==> config.mk <==
export PLATFORM = sky130hd
export DESIGN_NAME = sbox_share_sequencer_flat
export DESIGN_NICKNAME = d
export VERILOG_FILES = /design/src/rtl/sbox_seq_pkg.sv /design/src/rtl/sbox_share_sequencer_if.sv /design/src/rtl/sbox_rand_lfsr.sv /design/src/rtl/sbox_share_sequencer.sv /design/src/flat_wrapper.sv
export SDC_FILE = /design/constraint.sdc
export NUM_CORES = 1
export LEC_CHECK = 0
export BUFFER_PORTS_ARGS = -buffer_cell sky130_fd_sc_hd__buf_2
export CAP_MARGIN = 25
export CORE_MARGIN = 5
export CORE_UTILIZATION = 48
export DETAILED_ROUTE_END_ITERATION = 8
export PLACE_DENSITY = 0.78
export SYNTH_ARGS = -nofsm -noshare
export SYNTH_HDL_FRONTEND = slang
export SYNTH_SLANG_ARGS = --single-unit
==> constraint.sdc <==
create_clock -name clk -period 2.3 [get_ports clk]
set_input_delay 0.115 -clock clk [delete_from_list [all_inputs] [get_ports clk]]
set_output_delay 0.115 -clock clk [all_outputs]
set_load 0.05 [all_outputs]
==> src/rtl/sbox_seq_pkg.sv <==
// Shared definitions for the masked S-box sequencer and its randomness source.
//   seq_state_e : sequencer FSM states
//   LFSR_TAPS   : Galois tap mask for x^32+x^22+x^2+x+1
//   NUM_BYTES   : bytes per AES state
//   byte_idx_t  : index of a byte within the state
//   lfsr_step   : one Galois LFSR advance
package sbox_seq_pkg;

   localparam int          NUM_BYTES = 16;
   localparam logic [31:0] LFSR_TAPS = 32'h8020_0003;

   typedef logic [3:0] byte_idx_t;

   typedef enum logic [1:0] {
      ST_IDLE,
      ST_FEED,
      ST_DRAIN,
      ST_DONE
   } seq_state_e;

   // Right-shifting Galois form: the bit falling out of bit 0 folds back in
   // through the tap mask.
   function automatic logic [31:0] lfsr_step(input logic [31:0] s);
      return {1'b0, s[31:1]} ^ (s[0] ? LFSR_TAPS : 32'h0);
   endfunction

endpackage

==> src/rtl/sbox_share_sequencer_if.sv <==
// Link between the sequencer and the two-step masked S-box.
//   sb_in0/sb_in1   : shares into step 1
//   sb_r1/sb_r2     : fresh randomness for step 1 / step 2
//   sb_out0/sb_out1 : shares out of step 2
// master = sequencer side, slave = S-box side.
interface sbox_share_sequencer_if;

   logic [7:0] sb_in0;
   logic [7:0] sb_in1;
   logic [7:0] sb_r1;
   logic [7:0] sb_r2;
   logic [7:0] sb_out0;
   logic [7:0] sb_out1;

   modport master (
      output sb_in0, sb_in1, sb_r1, sb_r2,
      input  sb_out0, sb_out1
   );

   modport slave (
      input  sb_in0, sb_in1, sb_r1, sb_r2,
      output sb_out0, sb_out1
   );

endinterface

==> src/rtl/sbox_rand_lfsr.sv <==
// Seeded 32-bit Galois LFSR used as the randomness source of masked stages.
//   clk, rst_n : clock, async active-low reset (state returns to SEED)
//   load       : replace the state with seed this cycle instead of advancing
//   seed       : new seed; zero is swapped for SEED so the LFSR never locks up
//   rnd        : low OUT_W bits of the current state
// SEED must be non-zero.
module sbox_rand_lfsr
   import sbox_seq_pkg::*;
#(
   parameter logic [31:0] SEED  = 32'hACE1_2468,
   parameter int          OUT_W = 16
) (
   input  logic             clk,
   input  logic             rst_n,
   input  logic             load,
   input  logic [31:0]      seed,
   output logic [OUT_W-1:0] rnd
);

   logic [31:0] lfsr;

   always_ff @(posedge clk or negedge rst_n) begin
      if (!rst_n)
         lfsr <= SEED;
      else if (load)
         lfsr <= (seed == 32'h0) ? SEED : seed;
      else
         lfsr <= lfsr_step(lfsr);
   end

   assign rnd = lfsr[OUT_W-1:0];

endmodule

==> src/rtl/sbox_share_sequencer.sv <==
// Feeds a two-share 128-bit state into a first-order masked S-box one byte
// per cycle, supplies per-cycle randomness to both gadget steps and writes
// the returning shares back into a two-share result register.
//   clk, rst_n               : clock, async active-low reset
//   start                    : begin a 16-byte pass (IDLE only)
//   state_in0/state_in1      : input shares, sampled on an accepted start
//   seed_load/seed           : reseed the LFSR (IDLE only)
//   sb                       : S-box link (shares out, randomness out, shares in)
//   busy                     : high in FEED and DRAIN
//   done                     : one-cycle pulse when the result is complete
//   state_out0/state_out1    : result shares, stable from done to next start
// PIPE_LAT (1..8) is the S-box latency from sb_in to matching sb_out.
// Share 0 and share 1 travel on separate paths and are never combined here.
module sbox_share_sequencer
   import sbox_seq_pkg::*;
#(
   parameter int          PIPE_LAT  = 2,
   parameter logic [31:0] LFSR_SEED = 32'hACE1_2468
) (
   input  logic                   clk,
   input  logic                   rst_n,
   input  logic                   start,
   input  logic [127:0]           state_in0,
   input  logic [127:0]           state_in1,
   input  logic                   seed_load,
   input  logic [31:0]            seed,
   sbox_share_sequencer_if.master sb,
   output logic                   busy,
   output logic                   done,
   output logic [127:0]           state_out0,
   output logic [127:0]           state_out1
);

   seq_state_e state, state_nxt;

   byte_idx_t    cnt;
   logic [127:0] sh0, sh1;

   // Delay line matching the S-box latency: valid bit plus the byte index
   // that will be on sb_out* when the entry reaches the tail.
   logic      [PIPE_LAT-1:0] vld_pipe;
   byte_idx_t [PIPE_LAT-1:0] idx_pipe;
   logic                     cap;
   byte_idx_t                cap_idx;

   logic        feed, accept, lfsr_load;
   logic [15:0] rnd;
   logic [7:0]  r1_q, r2_q;

   assign cap     = vld_pipe[PIPE_LAT-1];
   assign cap_idx = idx_pipe[PIPE_LAT-1];

   // ---------------- FSM: state register ----------------
   always_ff @(posedge clk or negedge rst_n) begin
      if (!rst_n) state <= ST_IDLE;
      else        state <= state_nxt;
   end

   // ---------------- FSM: next state ----------------
   always_comb begin
      state_nxt = state;
      case (state)
         ST_IDLE:  if (start) state_nxt = ST_FEED;
         ST_FEED:  if (cnt == byte_idx_t'(NUM_BYTES - 1)) state_nxt = ST_DRAIN;
         // Leave once the last byte is being captured this cycle.
         ST_DRAIN: if (cap && cap_idx == byte_idx_t'(NUM_BYTES - 1)) state_nxt = ST_DONE;
         ST_DONE:  state_nxt = ST_IDLE;
         default:  state_nxt = ST_IDLE;
      endcase
   end

   // ---------------- FSM: outputs ----------------
   always_comb begin
      busy      = 1'b0;
      done      = 1'b0;
      feed      = 1'b0;
      accept    = 1'b0;
      lfsr_load = 1'b0;
      case (state)
         ST_IDLE: begin
            accept    = start;
            lfsr_load = seed_load;
         end
         ST_FEED: begin
            busy = 1'b1;
            feed = 1'b1;
         end
         ST_DRAIN: busy = 1'b1;
         ST_DONE:  done = 1'b1;
         default: ;
      endcase
   end

   // ---------------- input shift registers / feed counter ----------------
   always_ff @(posedge clk or negedge rst_n) begin
      if (!rst_n) begin
         sh0 <= '0;
         sh1 <= '0;
         cnt <= '0;
      end else if (accept) begin
         sh0 <= state_in0;
         sh1 <= state_in1;
         cnt <= '0;
      end else if (feed) begin
         sh0 <= sh0 >> 8;
         sh1 <= sh1 >> 8;
         cnt <= cnt + 4'd1;
      end
   end

   // Inputs are forced to zero outside FEED so no stale share leaks out.
   assign sb.sb_in0 = feed ? sh0[7:0] : 8'h00;
   assign sb.sb_in1 = feed ? sh1[7:0] : 8'h00;

   // ---------------- valid / index delay line ----------------
   always_ff @(posedge clk or negedge rst_n) begin
      if (!rst_n) begin
         vld_pipe <= '0;
         idx_pipe <= '0;
      end else begin
         vld_pipe[0] <= feed;
         idx_pipe[0] <= cnt;
         for (int k = 1; k < PIPE_LAT; k++) begin
            vld_pipe[k] <= vld_pipe[k-1];
            idx_pipe[k] <= idx_pipe[k-1];
         end
      end
   end

   // ---------------- result capture ----------------
   // Bytes not yet rewritten keep the previous pass's value.
   always_ff @(posedge clk or negedge rst_n) begin
      if (!rst_n) begin
         state_out0 <= '0;
         state_out1 <= '0;
      end else if (cap) begin
         state_out0[{cap_idx, 3'b000} +: 8] <= sb.sb_out0;
         state_out1[{cap_idx, 3'b000} +: 8] <= sb.sb_out1;
      end
   end

   // ---------------- randomness ----------------
   sbox_rand_lfsr #(
      .SEED  (LFSR_SEED),
      .OUT_W (16)
   ) u_lfsr (
      .clk   (clk),
      .rst_n (rst_n),
      .load  (lfsr_load),
      .seed  (seed),
      .rnd   (rnd)
   );

   // Disjoint LFSR bytes so step 1 and step 2 never see shared bits.
   always_ff @(posedge clk or negedge rst_n) begin
      if (!rst_n) begin
         r1_q <= '0;
         r2_q <= '0;
      end else begin
         r1_q <= rnd[7:0];
         r2_q <= rnd[15:8];
      end
   end

   assign sb.sb_r1 = r1_q;
   assign sb.sb_r2 = r2_q;

endmodule

==> src/flat_wrapper.sv <==
// flat-port wrapper written by rule: the top's interface ports become plain ports
module sbox_share_sequencer_flat import sbox_seq_pkg::*;
#(
   parameter int          PIPE_LAT  = 2,
   parameter logic [31:0] LFSR_SEED = 32'hACE1_2468
)
  (clk, rst_n, start, state_in0, state_in1, seed_load, seed, busy, done, state_out0, state_out1, sb_sb_in0, sb_sb_in1, sb_sb_r1, sb_sb_r2, sb_sb_out0, sb_sb_out1);
  sbox_share_sequencer_if sb_i ();
  input  logic clk;
  input  logic rst_n;
  input  logic start;
  input  logic [127:0] state_in0;
  input  logic [127:0] state_in1;
  input  logic seed_load;
  input  logic [31:0] seed;
  output logic busy;
  output logic done;
  output logic [127:0] state_out0;
  output logic [127:0] state_out1;
  output wire logic [$bits(sb_i.sb_in0)-1:0] sb_sb_in0;
  output wire logic [$bits(sb_i.sb_in1)-1:0] sb_sb_in1;
  output wire logic [$bits(sb_i.sb_r1)-1:0] sb_sb_r1;
  output wire logic [$bits(sb_i.sb_r2)-1:0] sb_sb_r2;
  input wire logic [$bits(sb_i.sb_out0)-1:0] sb_sb_out0;
  input wire logic [$bits(sb_i.sb_out1)-1:0] sb_sb_out1;
  assign sb_sb_in0 = sb_i.sb_in0;
  assign sb_sb_in1 = sb_i.sb_in1;
  assign sb_sb_r1 = sb_i.sb_r1;
  assign sb_sb_r2 = sb_i.sb_r2;
  assign sb_i.sb_out0 = sb_sb_out0;
  assign sb_i.sb_out1 = sb_sb_out1;
  sbox_share_sequencer #(.PIPE_LAT(PIPE_LAT), .LFSR_SEED(LFSR_SEED)) u_core (.clk(clk), .rst_n(rst_n), .start(start), .state_in0(state_in0), .state_in1(state_in1), .seed_load(seed_load), .seed(seed), .sb(sb_i), .busy(busy), .done(done), .state_out0(state_out0), .state_out1(state_out1));
endmodule
== After elaboration in Yosys (flattened, before gate mapping) ==
Cells that the tools add are included.

* Bits in registers: 576
* Latch bits: 0
* Memory bits (writable): 0
* ROM bits: 0
* Bits of input ports: 308
* Output and inout bits: 290
* Logic and storage cells: 54
* Memories: 0

* Add/sub/neg operators: 2
* $mul: 0
* Divide/modulo/power cells: 0
* Order comparisons: 0
* Eq/ne operators: 8
* Shifts and indexed selects: 3
* Multiplexer cells: 22
* Bitwise gates (word level): 1
* Reductions and logical operators: 6

{| class="wikitable"
|+ Operators by type and width
! kind !! count
|-
| $mux W128 || 4
|-
| $bwmux W128 || 2
|-
| $shiftx A8 B9 Y128 || 2
|-
| $shift A8 B9 Y128 const A || 1
|-
| $mux W32 || 3
|-
| $logic_not A32 Y1 || 1
|-
| $xor A31 B32 Y32 || 1
|-
| $mux W8 || 2
|-
| $neg A7 Y9 || 1
|-
| $eq A4 B4 Y1 const B || 2
|-
| $mux W4 || 2
|-
| $pmux W2 S4 || 1
|-
| $mux W2 || 3
|-
| $mux W1 || 5
|-
| $add A4 B1 Y4 const B || 1
|-
| $eq A2 B2 Y1 const B || 2
|-
| $ne A2 B1 Y1 const B || 2
|-
| $reduce_and A3 Y1 || 1
|-
| $eq A2 B1 Y1 const B || 1
|-
| $logic_not A2 Y1 || 1
|-
| $ne A2 B2 Y1 const B || 1
|-
| $reduce_bool A2 Y1 || 1
|-
| $reduce_or A2 Y1 || 1
|-
| $logic_and A1 B1 Y1 || 1
|}

== Logic depth before layout (Yosys ltp) ==
Gate-level depths: netlist of run 1.

* Word-level depth: 4
* Mapped depth: 10
* Mapped depth without buffers: 6

== Modules after synthesis ==
A second synthesis of run 1 with hierarchy kept.

* Cells, all modules: 2102
* Area total of the unflattened synthesis: 24493.5 sq um

{| class="wikitable"
|+ Modules (own cells, without submodules)
! module !! times used !! cells an instance !! area each (sq um) !! seq. area each (sq um)
|-
| sbox_share_sequencer || 1 || 1974 || 23034.6 || 13613.1
|-
| sbox_rand_lfsr || 1 || 128 || 1458.9 || 817.0
|}

== Least setup slack after synthesis of run 1 ==
Ideal clock, no wire load.

* Path kind: register to register
* Start point: reg u_core.idx_pipe (netlist bit u_core.cap_idx[0])
* End point: reg u_core.state_out0[102]
* Setup time: 0.125 ns
* Arrival time: 2.162 ns
* Data required time: 2.175 ns
* Slack: 0.013 ns
* Stages on the path, launching flop included: 11
* Path buffers: 5
* Period minus slack after synthesis: 2.287 ns
* Cells stage by stage: dfrtp_1 > buf_2 > inv_1 > ha_1 > buf_2 > xnor2_1 > buf_2 > o2111a_1 > buf_2 > buf_4 > mux2_2

* Cells in the longest elaborated chain, start to end: 3
* Elaborated cells on any way between the ends: 4
* Classes of those cells: add/sub: 1; shift: 2; mux: 1

{| class="wikitable"
|+ Ends and longest elaborated chain
! item !! line !! source
|-
| from (decl) || sbox_share_sequencer.sv:42 || <nowiki>byte_idx_t [PIPE_LAT-1:0] idx_pipe;</nowiki>
|-
| from (signal, indexed assignment) || sbox_share_sequencer.sv:125 || <nowiki>idx_pipe[k] <= idx_pipe[k-1];</nowiki>
|-
| $neg A7 Y9 (*) || sbox_share_sequencer.sv:137 || <nowiki>state_out0[{cap_idx, 3'b000} +: 8] <= sb.sb_out0;</nowiki>
|-
| $shiftx A8 B9 Y128 or $shift A8 B9 Y128 (tied branches) || sbox_share_sequencer.sv:137 ||
|-
| $bwmux W128 (*) || sbox_share_sequencer.sv:137 ||
|-
| to (signal, indexed assignment) || sbox_share_sequencer.sv:137 ||
|-
| to (decl) || sbox_share_sequencer.sv:30 || <nowiki>output logic [127:0] state_out0,</nowiki>
|}

Mark *: on every way between the ends. The rest lies on a longest branch, timed or not.
A chain may end at the register's enable or synchronous reset.

== Worst setup path in the final report of run 1 ==
* Start point: reg u_core.state[1]
* End point: out sb_sb_in1[2]

* Cells in the longest elaborated chain, start to end: 3

{| class="wikitable"
|+ Ends and longest elaborated chain
! item !! line !! source
|-
| from (decl) || sbox_share_sequencer.sv:34 || <nowiki>seq_state_e state, state_nxt;</nowiki>
|-
| from (signal assigned) || sbox_share_sequencer.sv:56 || <nowiki>else state <= state_nxt;</nowiki>
|-
| $eq A2 B1 Y1 || sbox_share_sequencer.sv:79 || <nowiki>case (state)</nowiki>
|-
| $mux W1 || sbox_share_sequencer.sv:79 ||
|-
| via u_core.feed || sbox_share_sequencer.sv:46 || <nowiki>logic feed, accept, lfsr_load;</nowiki>
|-
| $mux W8 || sbox_share_sequencer.sv:113 || <nowiki>assign sb.sb_in1 = feed ? sh1[7:0] : 8'h00;</nowiki>
|-
| to (decl) || flat_wrapper.sv:21 || <nowiki>output wire logic [$bits(sb_i.sb_in1)-1:0] sb_sb_in1;</nowiki>
|}

The timed path passes the listed nets, and every way through them passes these cells.

==> qor.txt, run 1 <==
Status -> finished clean
Sw power -> 21.11 mW
Synth area leaders -> dfrtp_1 58%, mux2i_1 10%, mux2_2 8.0%
Root buf cell -> clkbuf_16
Port Buffers -> 597
CTS buffer count -> 58
Hold/Removal Path Class -> in -> async
Max-cap viol count -> 0
Slew margin rel. -> 63.83%
DR DRC count -> 0
First-pass iteration count of the detailed router -> 5
Layout Utilization -> 67.33%
Hold Fails Final Rpt -> 0
Die Wd -> 234.7 um
Initial DRC count -> 2,343
Core area -> 0.05007 sq mm
Fin area -> 0.03371 sq mm
Pwr dens -> 1425 mW/mm^2
Area grow syn2layout -> 39.09%
Post-synthesis sequential area ratio -> 59.54%
IO Count -> 598
Slowest cell delay on critical path -> 410 ps
DP Area -> 0.02842 sq mm
Mapped Area -> 0.02424 sq mm
Hold slack -> 40.56 ps
CTS tree -> built
DPL Wire Length -> 51.94 mm
Overflow after GRT -> 0
Total negative slack -> 0 ps
Unique masters post-synth -> 52
Final WS setup -> 87.45 ps
Row cnt -> 82
Layout Nets -> 3,337
Critical path class -> reg -> out
Reg-to-reg endpoint -> u_core.u_lfsr.lfsr[16]
Antenna violations before repair -> 10
Worst r2r src -> u_core.state[0]
Clock share of power -> 20.5%
Tcrit/Tclk final -> 96.20%
Setup crit start kind -> flip-flop
Remaining antenna violation count -> 0
#FFs+latches synth -> 576
Combinational share of power -> 43.4%
Top-count cell post-synth -> dfrtp_1
Leak -> 16.13 nW
Post-synth top cells -> 563 x dfrtp_1, 383 x nand2_1, 328 x o21ai_0
Mapped Cells -> 2,127
Worst EP required -> 2180 ps
Synth warn -> 0
Initial Util -> 48.41%
Via density -> 5.789
Clk slew on worst S/H paths -> 60 ps
Gpl congestion -> 0.8895
Mapped Avg Cell Area -> 11.39 sq um
R2R depth -> 7
Longest Clk Path Bufs -> 3
Placed cell count -> 3,315
Fmax -> 452.0 MHz
H-tree Lvls -> 2
Switching share of power -> 43.95%
Final Skew -> 23.78 ps
Final min period -> 2213 ps
Worst EP arrival -> 2100 ps
Later-pin clock latency in the skew report -> 610 ps
Critical Path Fanout Max -> 36
Area leader, netlist -> dfrtp_1
Tightest Pin Transition -> 542.6 ps
Pint -> 26.92 mW
Global-route wire length before repair -> 135.9 mm
Critical path origin -> u_core.state[1]
Die footprint -> 0.05508 sq mm
Yosys top cell area share -> 58.13%
Peak supply drop -> 0.9888 mV
Wire length per cell -> 24.03 um
Largest net degree at the start of global routing -> 106
RSZ-0062 raised after global routing -> false
Setup slack on the worst flop-to-flop path -> 140 ps
Number of global-route vias before repair -> 22,959
Worst setup endpoint -> sb_sb_in1[2]
Vias -> 21,725
Syn_nets -> 2,444
Setup violators final -> 0
Fraction of power consumed by sequential logic -> 36.0%
Slowest cell on crit path -> dfrtp_1
Vert. Die Dim -> 234.7 um
Clock Sinks -> 576
Routed wire length -> 90.20 mm
Slew Limit Fails -> 0
GRT Total Usage -> 31.15%
Final Non-Filler Cells -> 3,753
Fill count -> 3,309
CP Cell Sequence -> inv_2 > ha_4 > buf_12 > buf_16 > and2_1 > buf_4
Post-place setup slack -> 201.9 ps
Overall Power -> 48.03 mW
Layout cells sized above 1 -> 32.54%
Prevailing post-synth register cell -> dfrtp_1
CP Capture Type -> output pin
Async set or reset register ratio after synthesis -> 100.0%
Post-synth EDFFs -> 0
[worst min path at each step]
stage | endpoint | slack (ps) | from
after global routing | u_core.state_out1[2] | 70 | rst_n
after detailed placement | u_core.state_out1[2] | 100 | rst_n
after floorplan | u_core.cap_idx[0] | -180 | rst_n
after global placement | u_core.state_out1[2] | 90 | rst_n
after CTS | u_core.u_lfsr.lfsr[26] | 0.9 | seed_load
final | u_core.state_out1[0] | 40 | rst_n
[state kept, by name, indices dropped and copies added, names as in the netlist]
register,flops
u_core.cap_idx,4
u_core.cnt,4
u_core.idx_pipe,4
u_core.sb.sb_r1,8
u_core.sb.sb_r2,8
u_core.sh0,128
u_core.sh1,128
u_core.state,2
u_core.state_out0,128
u_core.state_out1,128
u_core.u_lfsr.lfsr,32
u_core.vld_pipe,2
[layout make-up]
cell class | instances | area [sq um] | share of cell area (%)
multi-input cells | 1356 | 9074 | 26.92
inverters | 39 | 146.4 | 0.4343
flip-flops and latches | 576 | 14430 | 42.81
well taps | 672 | 840.8 | 2.494
clock inverters | 28 | 294.0 | 0.8723
repair buffers | 989 | 7204 | 21.37
clock buffers | 82 | 1692 | 5.018
diodes | 11 | 27.53 | 0.08166
[per-layer routing]
metal	part of all wire (%)	routed length (um)	up-vias	global-route usage [%]
met5	0	0	-	0
met4	8.5	7683	0	20.51
met3	9.2	8338	529	7.892
met2	48	43190	1645	51.89
met1	34	30990	10513	35.72
li1	-	-	9038	-
[cell usage in the layout, fill, tap and decap left out, types with 30 or more instances in the layout]
master         Yosys  routed
and2_1            33      30
mux2_2           173     173
o21ai_0          328     328
inv_1             39      38
buf_2             18     580
buf_12             1      30
nand2_1          383     383
clkbuf_16          0      58
dlygate4sd3_1      0     312
mux2i_1          243     243
nand3_1           34      34
dfrtp_1          563     563
buf_4              4      57
nor2_1            48      47
[cell families (layout without fill, tap and decap cells)]
logic type,count (synthesis),in the layout,share of synthesized area (%)
other,0,11,0
and+or+nand+nor,551,551,9.804
buffers and inverters,195,1138,3.278
AOI/OAI and AO/OA,357,357,7.698
adders and majority gates,9,9,0.4646
DFF,576,576,59.54
xor gates and xnor gates,8,8,0.2891
muxes,431,431,18.93
[power groups by stage]
| stage | sequential [mW] | combinational [mW] | clock (mW) |
|---|---|---|---|
| floorplan | 21.5 | 8.66 | 0 |
| global route | 17.6 | 22.1 | 10.4 |
| CTS | 16.9 | 19.9 | 9.86 |
| finish | 17.3 | 20.9 | 9.87 |
| global placement | 16.8 | 18.5 | 0 |
| detailed placement | 17.0 | 19.1 | 0 |
[worst max-delay path: cells and delay by family (launching register included)]
kind | cells | cell delay [ps]
adders and majority gates | 1 | 160
and+or+nand+nor | 1 | 190
DFF | 1 | 410
buffers and inverters | 4 | 690
[what timing repair did]
action                                  CTS  global route
hold endpoints to repair                765             0
buffers inserted                          5             0
endpoints found under the setup margin   16             9
hold buffers                            312             0
gates cloned                              1             0
gates resized for setup                  18             8
Note: power is estimated with default switching activity, not from simulation.
==> run 2, diff against run 1 <==
Settings changed: SETUP_SLACK_MARGIN set to 0.15.
==> qor.txt, run 2 (synthesized netlist as in run 1, its figures left out) <==
Status -> finished clean
Remaining antenna violation count -> 0 (unchanged)
Setup crit start kind -> flip-flop
GRT Total Usage -> 30.87% (-0.28 points)
Row cnt -> 82 (unchanged)
IO Count -> 598 (unchanged)
CP Cell Sequence -> inv_1 > ha_1 > and2_4 > buf_4 > nand2_1 > o21ai_0
Most frequent cells in the layout -> 580 x buf_2, 562 x dfrtp_1, 382 x nand2_1, 327 x o21ai_0, 308 x dlygate4sd3_1
DPL Wire Length -> 51.52 mm (-0.81%)
Initial Util -> 48.41% (unchanged)
Hold Crit Depth -> 5
Final min period -> 2250 ps (+37.56 ps)
Area grow syn2layout -> 40.49%
Critical Path Fanout Max -> 50 (+39%)
Layout cells sized above 1 -> 33.38% (+0.84 points)
Layout Nets -> 3,356 (+0.57%)
Wire length per cell -> 23.78 um (-1.0%)
Tightest Pin Transition -> 650.0 ps (+107.4 ps)
Slowest cell delay on critical path -> 480 ps (+70 ps)
CP Capture Type -> flip-flop
Hold Fails Final Rpt -> 0 (unchanged)
Global-route wire length before repair -> 134.5 mm (-1.0%)
Slew margin rel. -> 56.66% (-7.2 points)
Longest Clk Path Bufs -> 3 (unchanged)
Final WS setup -> 49.89 ps (-37.56 ps)
Slowest cell on crit path -> buf_4
R2R depth -> 6 (-1)
Hold/Removal Path Class -> in -> reg
Root buf cell -> clkbuf_16
Max-cap viol count -> 0 (unchanged)
Worst EP arrival -> 2720 ps (+620 ps)
RSZ-0062 raised after global routing -> true
Final Skew -> 18.15 ps (-5.626 ps)
Die footprint -> 0.05508 sq mm (unchanged)
Slew Limit Fails -> 0 (unchanged)
Pwr dens -> 1437 mW/mm^2 (+0.84%)
Clk slew on worst S/H paths -> 60 ps (about the same)
Tcrit/Tclk final -> 97.83% (+1.6 points)
DR DRC count -> 0 (unchanged)
Worst EP required -> 2770 ps (+590 ps)
Overflow after GRT -> 0 (unchanged)
Vias -> 21,541 (-0.85%)
Core area -> 0.05007 sq mm (unchanged)
Routed wire length -> 89.66 mm (-0.60%)
Port Buffers -> 597 (unchanged)
Via density -> 5.714 (-1.3%)
Antenna violations before repair -> 10 (unchanged)
CTS buffer count -> 59 (+1.7%)
Number of global-route vias before repair -> 22,698 (-1.1%)
Peak supply drop -> 0.9393 mV (-5.0%)
Clock Sinks -> 576 (unchanged)
Crit path max-delay family -> buffers and inverters
Vert. Die Dim -> 234.7 um (unchanged)
Fmax -> 444.4 MHz (-1.7%)
Largest net degree at the start of global routing -> 128 (+21%)
Critical path depth in cells -> 6 (unchanged)
Leak -> 16.32 nW (+1.2%)
Post-place setup slack -> 211.7 ps (+9.768 ps)
Buf+Inv Stages, Crit Path -> 2 (-2)
Min-delay src -> seed_load
Later-pin clock latency in the skew report -> 610 ps (about the same)
Worst r2r src -> u_core.state[0]
Overall Power -> 48.92 mW (+1.9%)
Critical path origin -> u_core.state[0]
Setup violators final -> 0 (unchanged)
First-pass iteration count of the detailed router -> 5 (unchanged)
Critical path class -> reg -> reg
Initial DRC count -> 1,861 (-21%)
H-tree Lvls -> 2 (unchanged)
Most common cell after layout, fill and taps aside -> buf_2
Gpl congestion -> 0.9063 (+1.9%)
CTS tree -> built
Die Wd -> 234.7 um (unchanged)
[run 2: cell count changes in the layout (fill, tap and decap cells not counted), moves of 3 or more]
cell / previous run / this run
and2_4: 3 / 8
bufinv_16: 5 / 8
bufbuf_16: 1 / 5
buf_4: 57 / 75
dlygate4sd3_1: 312 / 308
buf_16: 1 / 5
buf_6: 6 / 12
and2_1: 30 / 25
clkinv_2: 17 / 13
clkbuf_8: 15 / 12
buf_12: 30 / 20
[run 2: through the flow]
stage,std cells,TNS [ps],utilization (%),hold slack (ps),area [sq um]
5_1_grt,3769,-80.49,68.00,65.24,34050
3_3_place_gp,3308,0,56.50,3.539,28290
6_report,3770,0,68.01,64.30,34050
2_1_floorplan,2127,0,-,-180.6,24260
3_5_place_dp,3308,0,56.50,1.533,28290
4_1_cts,3739,0,67.42,0.3855,33760
[run 2: timing repair]
| action | CTS | global route |
|---|---|---|
| pin swaps | 1 | 1 |
| setup buffers | 6 | 21 |
| hold endpoints to repair | 712 | 0 |
| setup endpoints to repair | 16 | 86 |
| cloned | 6 | 1 |
| hold buffers | 308 | 0 |
| resized for setup | 25 | 29 |
[run 2: worst reg2reg max path: stages (launching register included)]
cell and delay [ps]:
dfrtp_1 410, inv_1 140, ha_1 260, and2_4 370, buf_4 490, nand2_1 220
o21ai_0 220
[run 2: per-layer routing]
layer	vias up	track usage, %	wire (um)
li1	9076	-	-
met1	10507	36.48	31640
met2	1491	50.29	42800
met3	465	8.525	8344
met4	2	19.13	6852
met5	-	0	13
[run 2: path summary, 6_finish.rpt]
check	end	slack [ps]
max	u_core.sh1[16]	50
min	u_core.u_lfsr.lfsr[24]	60
max reg2reg	u_core.sh1[16]	50
min reg2reg	u_core.vld_pipe[1]	350
max in group asynchronous	u_core.state_out1[26]	750
min in group asynchronous	u_core.sh1[101]	550
[run 2: final cells by class]
cell class | instances | area (sq um)
clock buffer | 82 | 1683
tap | 672 | 840.8
sequential | 576 | 14430
timing repair buffer | 1007 | 7425
clock inverter | 29 | 377.9
antenna | 9 | 22.52
fill | 3335 | 16020
multi-input combinational | 1356 | 9123
inverter | 39 | 146.4
[run 2: power by group]
group / switching (mW) / internal (mW)
combinational: 14.2 / 7.34
clock: 4.22 / 6.03
sequential: 2.80 / 14.4
total: 21.2 / 27.7
